`src/rtl/cnn_pkg.sv`:
```
// Shared constants for the CNN pooling pipeline stages.
// Holds the default sample width and a constant-foldable ceil(log2) helper.
package cnn_pkg;

    localparam int DWIDTH_DEF   = 20;
    localparam int MAX_COLS_DEF = 64;

    function automatic int clog2(input int value);
        int result;
        result = 0;
        while ((1 << result) < value) begin
            result = result + 1;
        end
        return result;
    endfunction

endpackage

```
`src/rtl/max_pool_row_if.sv`:
```
// Sample stream into and out of the vertical pooling stage.
// The upstream side is the master; the pooling stage is the slave.
interface max_pool_row_if
    import cnn_pkg::*;
#(
    parameter int DWIDTH = DWIDTH_DEF
);
    logic [DWIDTH-1:0] data_in;
    logic              valid_in;
    logic [DWIDTH-1:0] data_out;
    logic              valid_out;

    modport master (
        output data_in,
        output valid_in,
        input  data_out,
        input  valid_out
    );

    modport slave (
        input  data_in,
        input  valid_in,
        output data_out,
        output valid_out
    );
endinterface

```
`src/rtl/max_pool_row_line_buf_ram.sv`:
```
// One pooled row of samples: synchronous write, asynchronous read.
// Small enough to map onto distributed RAM.
module line_buf_ram
    import cnn_pkg::*;
#(
    parameter  int DWIDTH   = DWIDTH_DEF,
    parameter  int MAX_COLS = MAX_COLS_DEF,
    localparam int AW       = clog2(MAX_COLS)
) (
    input  logic              clk,
    input  logic              we,
    input  logic [AW-1:0]     waddr,
    input  logic [DWIDTH-1:0] wdata,
    input  logic [AW-1:0]     raddr,
    output logic [DWIDTH-1:0] rdata
);

    logic [DWIDTH-1:0] mem [MAX_COLS];

    always_ff @(posedge clk) begin
        if (we) begin
            mem[waddr] <= wdata;
        end
    end

    assign rdata = mem[raddr];

endmodule

```
`src/rtl/max_pool_row.sv`:
```
// Vertical 2:1 max-pool: buffers an even row, then emits max(buffered, incoming)
// on the following odd row. With pooling off it is a registered pass-through.
module max_pool_row
    import cnn_pkg::*;
#(
    parameter  int DWIDTH   = DWIDTH_DEF,
    parameter  int MAX_COLS = MAX_COLS_DEF,
    localparam int COL_W    = clog2(MAX_COLS)
) (
    input  logic             clk,
    input  logic             reset,
    input  logic             en_maxpool,
    input  logic             clear,
    input  logic [COL_W:0]   cfg_cols,
    max_pool_row_if.slave    bus
);

    logic [COL_W-1:0]  col;
    logic              row_odd;
    logic [COL_W:0]    cols_eff;
    logic [COL_W:0]    last_full;
    logic [COL_W-1:0]  last_col;
    logic              accept;
    logic              buf_we;
    logic [COL_W-1:0]  buf_waddr;
    logic [DWIDTH-1:0] buf_rdata;
    logic [DWIDTH-1:0] pooled;

    // Illegal row lengths are clamped into 1..MAX_COLS.
    always_comb begin
        cols_eff = cfg_cols;
        if (cfg_cols == '0) begin
            cols_eff = (COL_W+1)'(1);
        end else if (cfg_cols > (COL_W+1)'(MAX_COLS)) begin
            cols_eff = (COL_W+1)'(MAX_COLS);
        end
    end

    assign last_full = cols_eff - (COL_W+1)'(1);
    assign last_col  = last_full[COL_W-1:0];
    assign accept    = bus.valid_in && en_maxpool;

    // A sample arriving with clear always lands in column 0 of an even row.
    assign buf_we    = accept && (clear || !row_odd);
    assign buf_waddr = clear ? '0 : col;
    assign pooled    = (buf_rdata > bus.data_in) ? buf_rdata : bus.data_in;

    line_buf_ram #(
        .DWIDTH   (DWIDTH),
        .MAX_COLS (MAX_COLS)
    ) u_line_buf (
        .clk   (clk),
        .we    (buf_we),
        .waddr (buf_waddr),
        .wdata (bus.data_in),
        .raddr (col),
        .rdata (buf_rdata)
    );

    always_ff @(posedge clk) begin
        if (reset) begin
            col           <= '0;
            row_odd       <= 1'b0;
            bus.data_out  <= '0;
            bus.valid_out <= 1'b0;
        end else if (!en_maxpool) begin
            col           <= '0;
            row_odd       <= 1'b0;
            bus.data_out  <= bus.data_in;
            bus.valid_out <= bus.valid_in && !clear;
        end else if (clear) begin
            bus.valid_out <= 1'b0;
            if (accept && (last_col == '0)) begin
                col     <= '0;
                row_odd <= 1'b1;
            end else if (accept) begin
                col     <= COL_W'(1);
                row_odd <= 1'b0;
            end else begin
                col     <= '0;
                row_odd <= 1'b0;
            end
        end else if (accept) begin
            bus.valid_out <= row_odd;
            if (row_odd) begin
                bus.data_out <= pooled;
            end
            if (col == last_col) begin
                col     <= '0;
                row_odd <= !row_odd;
            end else begin
                col <= col + COL_W'(1);
            end
        end else begin
            bus.valid_out <= 1'b0;
        end
    end

endmodule

```
`src/flat_wrapper.sv`:
```
// flat-port wrapper written by rule: the top's interface ports become plain ports
module max_pool_row_flat import cnn_pkg::*;
#(
    parameter  int DWIDTH   = DWIDTH_DEF,
    parameter  int MAX_COLS = MAX_COLS_DEF,
    localparam int COL_W    = clog2(MAX_COLS)
)
  (clk, reset, en_maxpool, clear, cfg_cols, bus_data_in, bus_valid_in, bus_data_out, bus_valid_out);
  max_pool_row_if #(.DWIDTH(DWIDTH)) bus_i ();
  input  logic clk;
  input  logic reset;
  input  logic en_maxpool;
  input  logic clear;
  input  logic [COL_W:0] cfg_cols;
  input wire logic [$bits(bus_i.data_in)-1:0] bus_data_in;
  input wire logic [$bits(bus_i.valid_in)-1:0] bus_valid_in;
  output wire logic [$bits(bus_i.data_out)-1:0] bus_data_out;
  output wire logic [$bits(bus_i.valid_out)-1:0] bus_valid_out;
  assign bus_i.data_in = bus_data_in;
  assign bus_i.valid_in = bus_valid_in;
  assign bus_data_out = bus_i.data_out;
  assign bus_valid_out = bus_i.valid_out;
  max_pool_row #(.DWIDTH(DWIDTH), .MAX_COLS(MAX_COLS)) u_core (.clk(clk), .reset(reset), .en_maxpool(en_maxpool), .clear(clear), .cfg_cols(cfg_cols), .bus(bus_i));
endmodule
```
`config.mk`:
```
export PLATFORM = sky130hd
export DESIGN_NAME = max_pool_row_flat
export DESIGN_NICKNAME = d
export VERILOG_FILES = /design/src/rtl/cnn_pkg.sv /design/src/rtl/max_pool_row_if.sv /design/src/rtl/max_pool_row_line_buf_ram.sv /design/src/rtl/max_pool_row.sv /design/src/flat_wrapper.sv
export SDC_FILE = /design/constraint.sdc
export NUM_CORES = 1
export LEC_CHECK = 0
export CAP_MARGIN = 40
export CORE_MARGIN = 3
export CORE_UTILIZATION = 40
export CTS_CLUSTER_DIAMETER = 120
export DETAILED_ROUTE_END_ITERATION = 8
export DONT_BUFFER_PORTS = 1
export PLACE_DENSITY = 0.52
export SLEW_MARGIN = 20
export SYNTH_ARGS = -nofsm -noshare
export SYNTH_HDL_FRONTEND = slang
export SYNTH_SLANG_ARGS = --single-unit
```
`constraint.sdc`:
```
create_clock -name clk -period 5.2 [get_ports clk]
set_input_delay 1.04 -clock clk [delete_from_list [all_inputs] [get_ports clk]]
set_output_delay 1.04 -clock clk [all_outputs]
set_load 0.02 [all_outputs]
```
# --- After elaboration in Yosys (flattened, before gate mapping) ---
# Memory sizes are Yosys's and may differ from the RTL's. A register that Yosys moved wholly into a read port is not among the register bits.
# Index checks and enable logic that the tools add are counted.
op_classes:
  n_addsub: 2
  order_cmp: 2
  div_mod_pow: 0
  n_bitwise: 1
  reduce_logical: 14
  muxes: 24
  shifts: 0
  eq_ne: 4
  mul: 0
op_table:
  columns: ["op", "n"]
  rows:
  - ["20-bit two-way mux", 5]
  - ["6-bit two-way mux", 9]
  - ["20-bit greater-than comparator", 1]
  - ["1-bit two-way mux", 10]
  - ["7-bit greater-than comparator, second input constant", 1]
  - ["7-bit logical NOT", 1]
  - ["6-bit by 1-bit adder with 6-bit output, second input constant", 1]
  - ["6-bit == test", 1]
  - ["6-bit logical NOT", 1]
  - ["6-bit by 1-bit subtractor with 6-bit output, second input constant", 1]
  - ["1-bit logical AND", 4]
  - ["2-bit by 1-bit inequality test with 1-bit output, second input constant", 2]
  - ["2-bit nonzero test", 2]
  - ["3-bit AND reduction", 1]
  - ["1-bit logical NOT", 2]
  - ["2-bit inequality test, second input constant", 1]
  - ["2-bit AND reduction", 1]
  - ["2-bit OR reduction", 1]
  - ["1-bit logical OR", 1]
  - ["1-bit NOT", 1]
totals:
  regBits: 28
  mem_bits_ro: 0
  mem_count: 1
  latchBits: 0
  ram_bits: 1280
memory_table:
  columns: ["name", "depth", "word_bits", "read_ports", "rd_clocked_by_memory_dff", "wr", "line", "rtl"]
  rows:
  - ["u_core.u_line_buf.mem", 64, 20, 1, 1, 1, "max_pool_row_line_buf_ram.sv:18", "logic [DWIDTH-1:0] mem [MAX_COLS];"]

# --- Logic depth before layout (Yosys ltp) ---
# Gate-level depths: netlist of the first run.
depth:
  ltp_word: 10
  depth_mapped: 19
  depth_no_buf: 13

# --- Modules after synthesis ---
# Synthesis of the first run repeated with hierarchy kept, for this count alone.
unflattened:
  hier_cells: 2523
  area_unflattened_um2: 51306.7
modules_own_cells:
  columns: ["mod", "seq_area_each_um2", "n_inst", "cells_each", "area_per_inst_um2"]
  rows:
  - ["line_buf_ram", 38436.9, 1, 2223, 49094.6]
  - ["max_pool_row", 560.5, 1, 300, 2212.1]

# --- Worst setup path after synthesis of the first run ---
# OpenSTA, ideal clock, no wires.
synth_path:
  kind: "register to register"
  from: "reg (tool-made name)"
  to: "reg u_core.bus.data_out[0]"
  path_stages_with_launch: 17
  required_time_ps: 5059
  path_slack_ps: 1633
  t_arrival_ps: 3426
  setup_ps: 141
  n_path_buf: 3
  path_cell_list: "dfxtp_1 buf_6 buf_2 mux4_2 nor2b_1 a211oi_1 nor4_1 a31oi_1 inv_1 ha_1 nand4_1 nor3_1 o211ai_1 a41o_1 nand2_1 clkbuf_1 o221ai_1"
synth_lines:
  columns: ["element", "line", "rtl"]
  rows:
  - ["to (signal assigned)", "max_pool_row.sv:69", "bus.data_out <= bus.data_in;"]
  - ["to (signal assigned)", "max_pool_row.sv:86", "bus.data_out <= pooled;"]
  - ["to (decl)", "max_pool_row_if.sv:23", "output data_out,"]

==> metrics.md, run 1 <==
| Metric | Value |
|---|---|
| Status | `complete, no violations` |
| Detailed Routing Iterations Pass 1 | `5` |
| Power per Cell Area | `365 nW/µm²` |
| TritonCTS Buffers | `139` |
| Hold_sp | `reset` |
| CTS Root Cell | `clkbuf_16` |
| Async SR Flop Fraction | `0` |
| First-pass GRT wire length | `193000 µm` |
| DP HPWL | `79300 µm` |
| Final min period | `4.86 ns` |
| I/O Buffers | `0` |
| Crit share post-route | `0.934` |
| Maximum vdd ir drop | `351 µV` |
| Critical path startpoint category | `flip-flop` |
| Area grow syn2layout | `14.1%` |
| Unrepaired setup endpoints after global routing | `no` |
| Crit path capture type | `flip-flop` |
| Via density | `5.69` |
| Hold crit path type | `in -> reg` |
| Peak Freq | `206 MHz` |
| #FFs+latches synth | `1314` |
| Worst Max-Slew Pin Slew | `0.791 ns` |
| CP arrival | `5.52 ns` |
| Worst R2R Path Depth | `16` |
| Placer Congestion | `0.820` |
| Max Clock Skew | `0.0352 ns` |
| H-Tree Depth | `4` |
| Drt drc | `0` |
| Synth area leader | `edfxtp_1` |
| Largest net degree at the start of global routing | `67` |
| Detail Route Antenna Nets | `0` |
| Setup TNS Final | `0 ns` |
| Total gr overflow | `0` |
| CTS sink count | `1314` |
| Pins over their slew limit | `0` |
| Largest cells by area after synthesis | `edfxtp_1, mux4_2, mux2i_1` |
| Share of post-route cells with drive strength above 1 | `0.263` |
| CTS tree | `yes` |
| CTS Buffer Depth | `3` |
| Maxcap violations | `0` |
| Post-Synthesis Cell Area | `51500 µm²` |
| Initial antenna violation count | `5` |
| Post-synth top flop | `edfxtp_1` |
| Worst r2r dst | `u_core.bus.data_out[0]$_SDFFE_PP0P_` |
| Finish-stage setup viols | `0` |
| Placement row count | `130` |
| Chip height | `365 µm` |
| Hold EP | `u_core.bus.valid_out$_SDFF_PP0_` |
| Nets | `2723` |
| Mapped Avg Cell Area | `20.6 µm²` |
| Vias in the first global route | `26100` |
| WHS Path Cells | `1` |
| Crit Path Max Fanout | `20` |
| Setup WS post-layout | `0.342 ns` |
| WP data required | `5.86 ns` |
| Cts hold-fix bufs | `0` |
| Crit Path Class | `reg -> reg` |
| Core ar. | `127000 µm²` |
| Synth warn | `0` |
| Slew margin rel. | `0.468` |
| Net Count, Synth | `2551` |
| Hold Violations, Final | `0` |
| DRT iter0 DRCs | `2486` |
| R2r setup slk | `0.34 ns` |
| P_leak | `18.2 nW` |
| Post-synth top area share | `0.747` |
| Yosys cell types | `58` |
| I/O pins | `53` |
| Register area share after synthesis | `0.760` |
| Dpl ws | `0.305 ns` |
| Die area | `133000 µm²` |
| Reg clk slew, reported paths | `0.06 ns` |
| Starting Density | `0.406` |
| Routed via count | `25300` |
| EDFF count, synth | `1280` |
| Die outline width | `365 µm` |
| WL/cell | `30.6 µm` |
| Clock Latency Late Sink | `0.76 ns` |
| Tot GR Track Use | `0.206` |
| Routed Wire Length | `136000 µm` |
| Syn Inst Count | `2496` |
==> placed cells by master (no fill, tap or decap), drive strengths merged, types with 3 or more instances in the layout <==
cell type  Yosys  routed
a211oi        26      26
a21o           3       3
a21oi         56      56
a22oi         52      52
a31oi         20      20
a32oi          3       3
and2           6       6
and3           3       3
buf           92     157
bufinv         0       7
clkbuf        35     175
clkinv         1      62
clkinvlp       0       4
dfxtp         34      34
diode          0       9
edfxtp      1280    1280
ha            23      23
inv           51      56
mux2          31      31
mux2i        150     150
mux4         276     276
nand2         84      84
nand2b         7       7
nand3         15      15
nand4          3       3
nor2          85      85
nor2b         35      35
nor3          11      11
nor4          21      21
o211ai         3       3
o21ai          9       9
o221ai        35      35
o22ai         18      18
xnor2          3       3
xor2           4       4
==> state kept, by name, summed over array words and instances (netlist names), named ones only <==
signal,cells
u_core.u_line_buf.mem,1280
u_core.bus.data_out,20
u_core.col,6
u_core.bus.valid_out,1
u_core.row_odd,1
==> cells by family after synthesis <==
group                      Yosys count  share of synthesized area
AOI/OAI and AO/OA                  238                     0.0323
xor gates and xnor gates             7                    0.00119
adders and majority gates           23                    0.00559
buffers and inverters              179                     0.0188
DFF                               1314                      0.760
muxes                              457                      0.157
and+or+nand+nor                    278                     0.0254
==> worst max path at each step <==
stage	startpoint	to	slack [ns]	cells after the start
floorplan	flip-flop	u_core.bus.data_out[0]$_SDFFE_PP0P_	1.63	16
global placement	flip-flop	u_core.bus.data_out[17]$_SDFFE_PP0P_	0.33	16
detailed placement	flip-flop	u_core.bus.data_out[0]$_SDFFE_PP0P_	0.30	16
CTS	flip-flop	u_core.bus.data_out[0]$_SDFFE_PP0P_	0.27	16
global route	flip-flop	u_core.bus.data_out[7]$_SDFFE_PP0P_	0.007	16
finish	flip-flop	u_core.bus.data_out[0]$_SDFFE_PP0P_	0.34	16
==> critical path, stage by stage (launching register included) <==
cell,delay (ns)
dfxtp_4,0.68
buf_4,0.27
mux4_2,0.52
mux2i_2,0.35
mux2_2,0.23
a2111oi_0,0.10
buf_4,0.17
a31oi_1,0.50
inv_1,0.10
ha_1,0.32
nand4_1,0.15
nor3_1,0.34
o211ai_1,0.14
a41o_1,0.27
nand2b_1,0.14
buf_4,0.22
o221ai_1,0.21
==> where the power goes <==
part	switching, mW	internal (mW)
combinational	0.212	0.178
clock	3.99	5.38
sequential	0.0396	11.6
==> metal layers <==
layer | global-route usage | vias to the layer above | wire length, µm
met5 | 0 | - | 0
met4 | 0.0667 | 0 | 3880
met3 | 0.0501 | 190 | 9910
met2 | 0.333 | 797 | 66200
met1 | 0.277 | 13600 | 55900
li1 | - | 10700 | -
==> through the flow <==
stage | utilization | power [mW] | hold slack, ns | instance area [µm²] | std cells
after detailed placement | 0.429 | 12.3 | 0.612 | 54400 | 4175
after CTS | 0.463 | 21.6 | 0.299 | 58600 | 4427
final | 0.463 | 21.4 | 0.363 | 58700 | 4438
after global placement | 0.429 | 12.3 | 0.613 | 54300 | 4171
after global routing | 0.463 | 22.1 | 0.326 | 58700 | 4429
after floorplan | - | 12.1 | 0.518 | 51500 | 2496
==> area by class of cell <==
type / count / area, µm²
clock buffers: 175 / 3700
well taps: 1650 / 2060
multi-input cells: 1003 / 11600
fillers: 10500 / 68000
repair buffers: 158 / 1450
diodes: 9 / 22.5
flip-flops and latches: 1314 / 39100
clock inverters: 77 / 566
inverters: 52 / 196
==> cells in the mapped netlist, types with 31 or more instances <==
cell,n
o221ai_1,35
a22oi_1,51
edfxtp_1,1280
nor2_1,83
inv_1,51
clkbuf_1,35
mux2_2,31
buf_2,46
nand2_1,84
nor2b_1,34
mux2i_1,150
a21oi_1,53
mux4_2,276
dfxtp_1,34
==> repair_timing <==
item,in CTS,in global routing
resized for setup,0,1
setup buffers,0,2
setup endpoints to repair,0,20
(Power assumes the default switching activity.)
==> run 2, diff against run 1 <==
--- a/config.mk
+++ b/config.mk
@@ -12,4 +12,5 @@
 export DETAILED_ROUTE_END_ITERATION = 8
 export DONT_BUFFER_PORTS = 1
+export HOLD_SLACK_MARGIN = 0.08
 export PLACE_DENSITY = 0.52
 export SLEW_MARGIN = 20
==> constraint.sdc (replaced) <==
create_clock -name clk -period 5.2 [get_ports clk]
set_input_delay 1.3 -clock clk [delete_from_list [all_inputs] [get_ports clk]]
set_output_delay 1.3 -clock clk [all_outputs]
set_load 0.02 [all_outputs]
==> metrics.md, run 2 (synthesis gave the netlist of run 1 again) <==
| Metric | Value |
|---|---|
| Power per Cell Area | `369 nW/µm² (+1.2%)` |
| Share of post-route cells with drive strength above 1 | `0.268 (+0.00479)` |
| CTS Root Cell | `clkbuf_16` |
| Initial antenna violation count | `3 (-2)` |
| H-Tree Depth | `4 (unchanged)` |
| Area grow syn2layout | `14.5%` |
| Drt drc | `0 (unchanged)` |
| Setup WS post-layout | `0.329 ns (-0.0137 ns)` |
| Total Power | `21.8 mW (+1.6%)` |
| Worst R2R Path Depth | `16 (unchanged)` |
| Worst Max-Slew Pin Slew | `0.882 ns (+0.0911 ns)` |
| Nets | `2735 (+0.44%)` |
| CTS tree | `yes` |
| Most frequent cells in the layout | `edfxtp_1, mux4_2, mux2i_1` |
| Slowest-stage cell, CP | `dfxtp_4` |
| Worst path bufs/invs | `4 (unchanged)` |
| R2r setup slk | `0.33 ns (about the same)` |
| Worst r2r dst | `u_core.bus.data_out[10]$_SDFFE_PP0P_` |
| Pins over their slew limit | `0 (unchanged)` |
| Routed via count | `25500 (+1.0%)` |
| Via density | `5.74 (+0.82%)` |
| Final min period | `4.87 ns (+0.0137 ns)` |
| Dpl ws | `0.115 ns (-0.190 ns)` |
| Maximum vdd ir drop | `425 µV (+21%)` |
| I/O pins | `53 (unchanged)` |
| Slew margin rel. | `0.410 (-0.0580)` |
| Largest net degree at the start of global routing | `67 (unchanged)` |
| Crit Path Class | `reg -> reg` |
| Die outline width | `365 µm (unchanged)` |
| WP data required | `5.87 ns (about the same)` |
| Die area | `133000 µm² (unchanged)` |
| Finish-stage setup viols | `0 (unchanged)` |
| Placement row count | `130 (unchanged)` |
| Cts hold-fix bufs | `0 (unchanged)` |
| Clock Latency Late Sink | `0.76 ns (about the same)` |
| P_leak | `18.4 nW (+0.73%)` |
| Max reg flops | `1280 (unchanged)` |
| Biggest register | `u_core.u_line_buf.mem` |
| TritonCTS Buffers | `142 (+2.2%)` |
| Starting Density | `0.406 (unchanged)` |
| Hold Violations, Final | `0 (unchanged)` |
| Worst path top cell family by delay | `compound AO/OA/AOI/OAI gates` |
| CP arrival | `5.55 ns (+0.03 ns)` |
| Top flop regs | `u_core.u_line_buf.mem: 1280 flops, u_core.bus.data_out: 20 flops, u_core.col: 6 flops` |
| I/O Buffers | `0 (unchanged)` |
| Core ar. | `127000 µm² (unchanged)` |
| WL/cell | `30.7 µm (+0.29%)` |
| Worst path max stage delay | `0.66 ns (-0.02 ns)` |
| Critical Path End | `u_core.bus.data_out[10]$_SDFFE_PP0P_` |
| Total gr overflow | `0 (unchanged)` |
| Placer Congestion | `0.869 (+5.9%)` |
| CTS Buffer Depth | `3 (unchanged)` |
| Most Frequent Cell on Critical Path | `buf_4` |
| Maxcap violations | `0 (unchanged)` |
| Setup TNS Final | `0 ns (unchanged)` |
| Hold WS | `0.603 ns (+0.240 ns)` |
| DP HPWL | `80300 µm (+1.2%)` |
| Status | `complete, no violations` |
| Peak Freq | `205 MHz (-0.28%)` |
| CP cell instances | `buf_12, mux4_2, mux2i_1, mux2_2, a2111oi_0, buf_4, a31oi_2, inv_1, ha_1, nand4_1, nor3_1, o211ai_1, a41o_1, nand2b_1, buf_4, o221ai_1` |
| Routed Wire Length | `137000 µm (+0.51%)` |
| Unrepaired setup endpoints after global routing | `no` |
| First-pass GRT wire length | `193000 µm (-0.14%)` |
| Critical path startpoint category | `flip-flop` |
| Crit path capture type | `flip-flop` |
| Vias in the first global route | `26000 (-0.046%)` |
| Crit Path Max Fanout | `36 (+80%)` |
| Commonest non-fill, non-tap cell in the layout | `edfxtp_1` |
| Hold crit path type | `in -> reg` |
| Chip height | `365 µm (unchanged)` |
| Fill cell count | `10500 (-0.19%)` |
| CTS sink count | `1314 (unchanged)` |
| Crit share post-route | `0.937 (+0.00263)` |
| DRT iter0 DRCs | `2489 (+0.12%)` |
| Reg clk slew, reported paths | `0.06 ns (about the same)` |
| Tot GR Track Use | `0.206 (about the same)` |
| Detailed Routing Iterations Pass 1 | `7 (+2)` |
| Max Clock Skew | `0.0269 ns (-0.00833 ns)` |
| Number of stages on the worst setup path | `16 (unchanged)` |
| Detail Route Antenna Nets | `0 (unchanged)` |
==> run 2: cell count changes in the layout (fill, tap and decap cells not counted), moves of 3 or more <==
cell | previous run | this run
clkinv_2 | 21 | 18
clkbuf_1 | 32 | 28
buf_4 | 136 | 139
clkbuf_16 | 143 | 146
clkinv_1 | 39 | 36
nor2_2 | 62 | 65
buf_2 | 0 | 5
clkinv_8 | 2 | 5
nor2_4 | 4 | 1
==> run 2: layout make-up <==
class / count / area [µm²] / share of cell area
diodes: 9 / 22.5 / 0.000382
clock buffers: 176 / 3790 / 0.0642
clock inverters: 77 / 682 / 0.0116
inverters: 52 / 196 / 0.00333
multi-input cells: 1003 / 11600 / 0.196
flip-flops and latches: 1314 / 39100 / 0.664
well taps: 1650 / 2060 / 0.0350
repair buffers: 167 / 1490 / 0.0253
==> run 2: worst min path at each step <==
stage | slack [ns] | from | end | cells past startpoint
floorplan | 0.52 | u_core.col[1]$_SDFFE_PP0N_ | flip-flop | 2
detailed placement | 0.62 | u_core.bus.data_out[19]$_SDFFE_PP0P_ | u_core.bus.data_out[19]$_SDFFE_PP0P_ | 2
CTS | 0.54 | reset | u_core.bus.valid_out$_SDFF_PP0_ | 1
global placement | 0.62 | u_core.bus.data_out[2]$_SDFFE_PP0P_ | u_core.bus.data_out[2]$_SDFFE_PP0P_ | 2
global route | 0.57 | reset | u_core.bus.valid_out$_SDFF_PP0_ | 1
finish | 0.60 | reset | u_core.bus.valid_out$_SDFF_PP0_ | 1
==> run 2: timing repair <==
action	in CTS	in global routing
setup endpoints to repair	0	20
gates resized for setup	0	1
buffers inserted	0	10
==> run 2: routing by layer <==
layer | GRT usage | vias to the layer above | share of wire
li1 | - | 10700 | -
met1 | 0.274 | 13600 | 0.41
met2 | 0.324 | 964 | 0.48
met3 | 0.0617 | 217 | 0.085
met4 | 0.0739 | 2 | 0.031
met5 | 0.00508 | - | 0.00010
==> run 2: per-stage QoR <==
| stage | cell area, µm² | util | std cells |
|---|---|---|---|
| global route | 58900 | 0.465 | 4439 |
| floorplan | 51500 | - | 2496 |
| detailed placement | 54300 | 0.429 | 4172 |
| CTS | 58800 | 0.464 | 4425 |
| global placement | 54200 | 0.428 | 4165 |
| finish | 58900 | 0.465 | 4448 |
==> run 2: where the power goes <==
group	leakage, nW	switching (mW)	internal, mW
logic	4.42	0.218	0.181
clock network	2.17	4.07	5.62
registers	11.8	0.0403	11.6
total	18.4	4.33	17.4
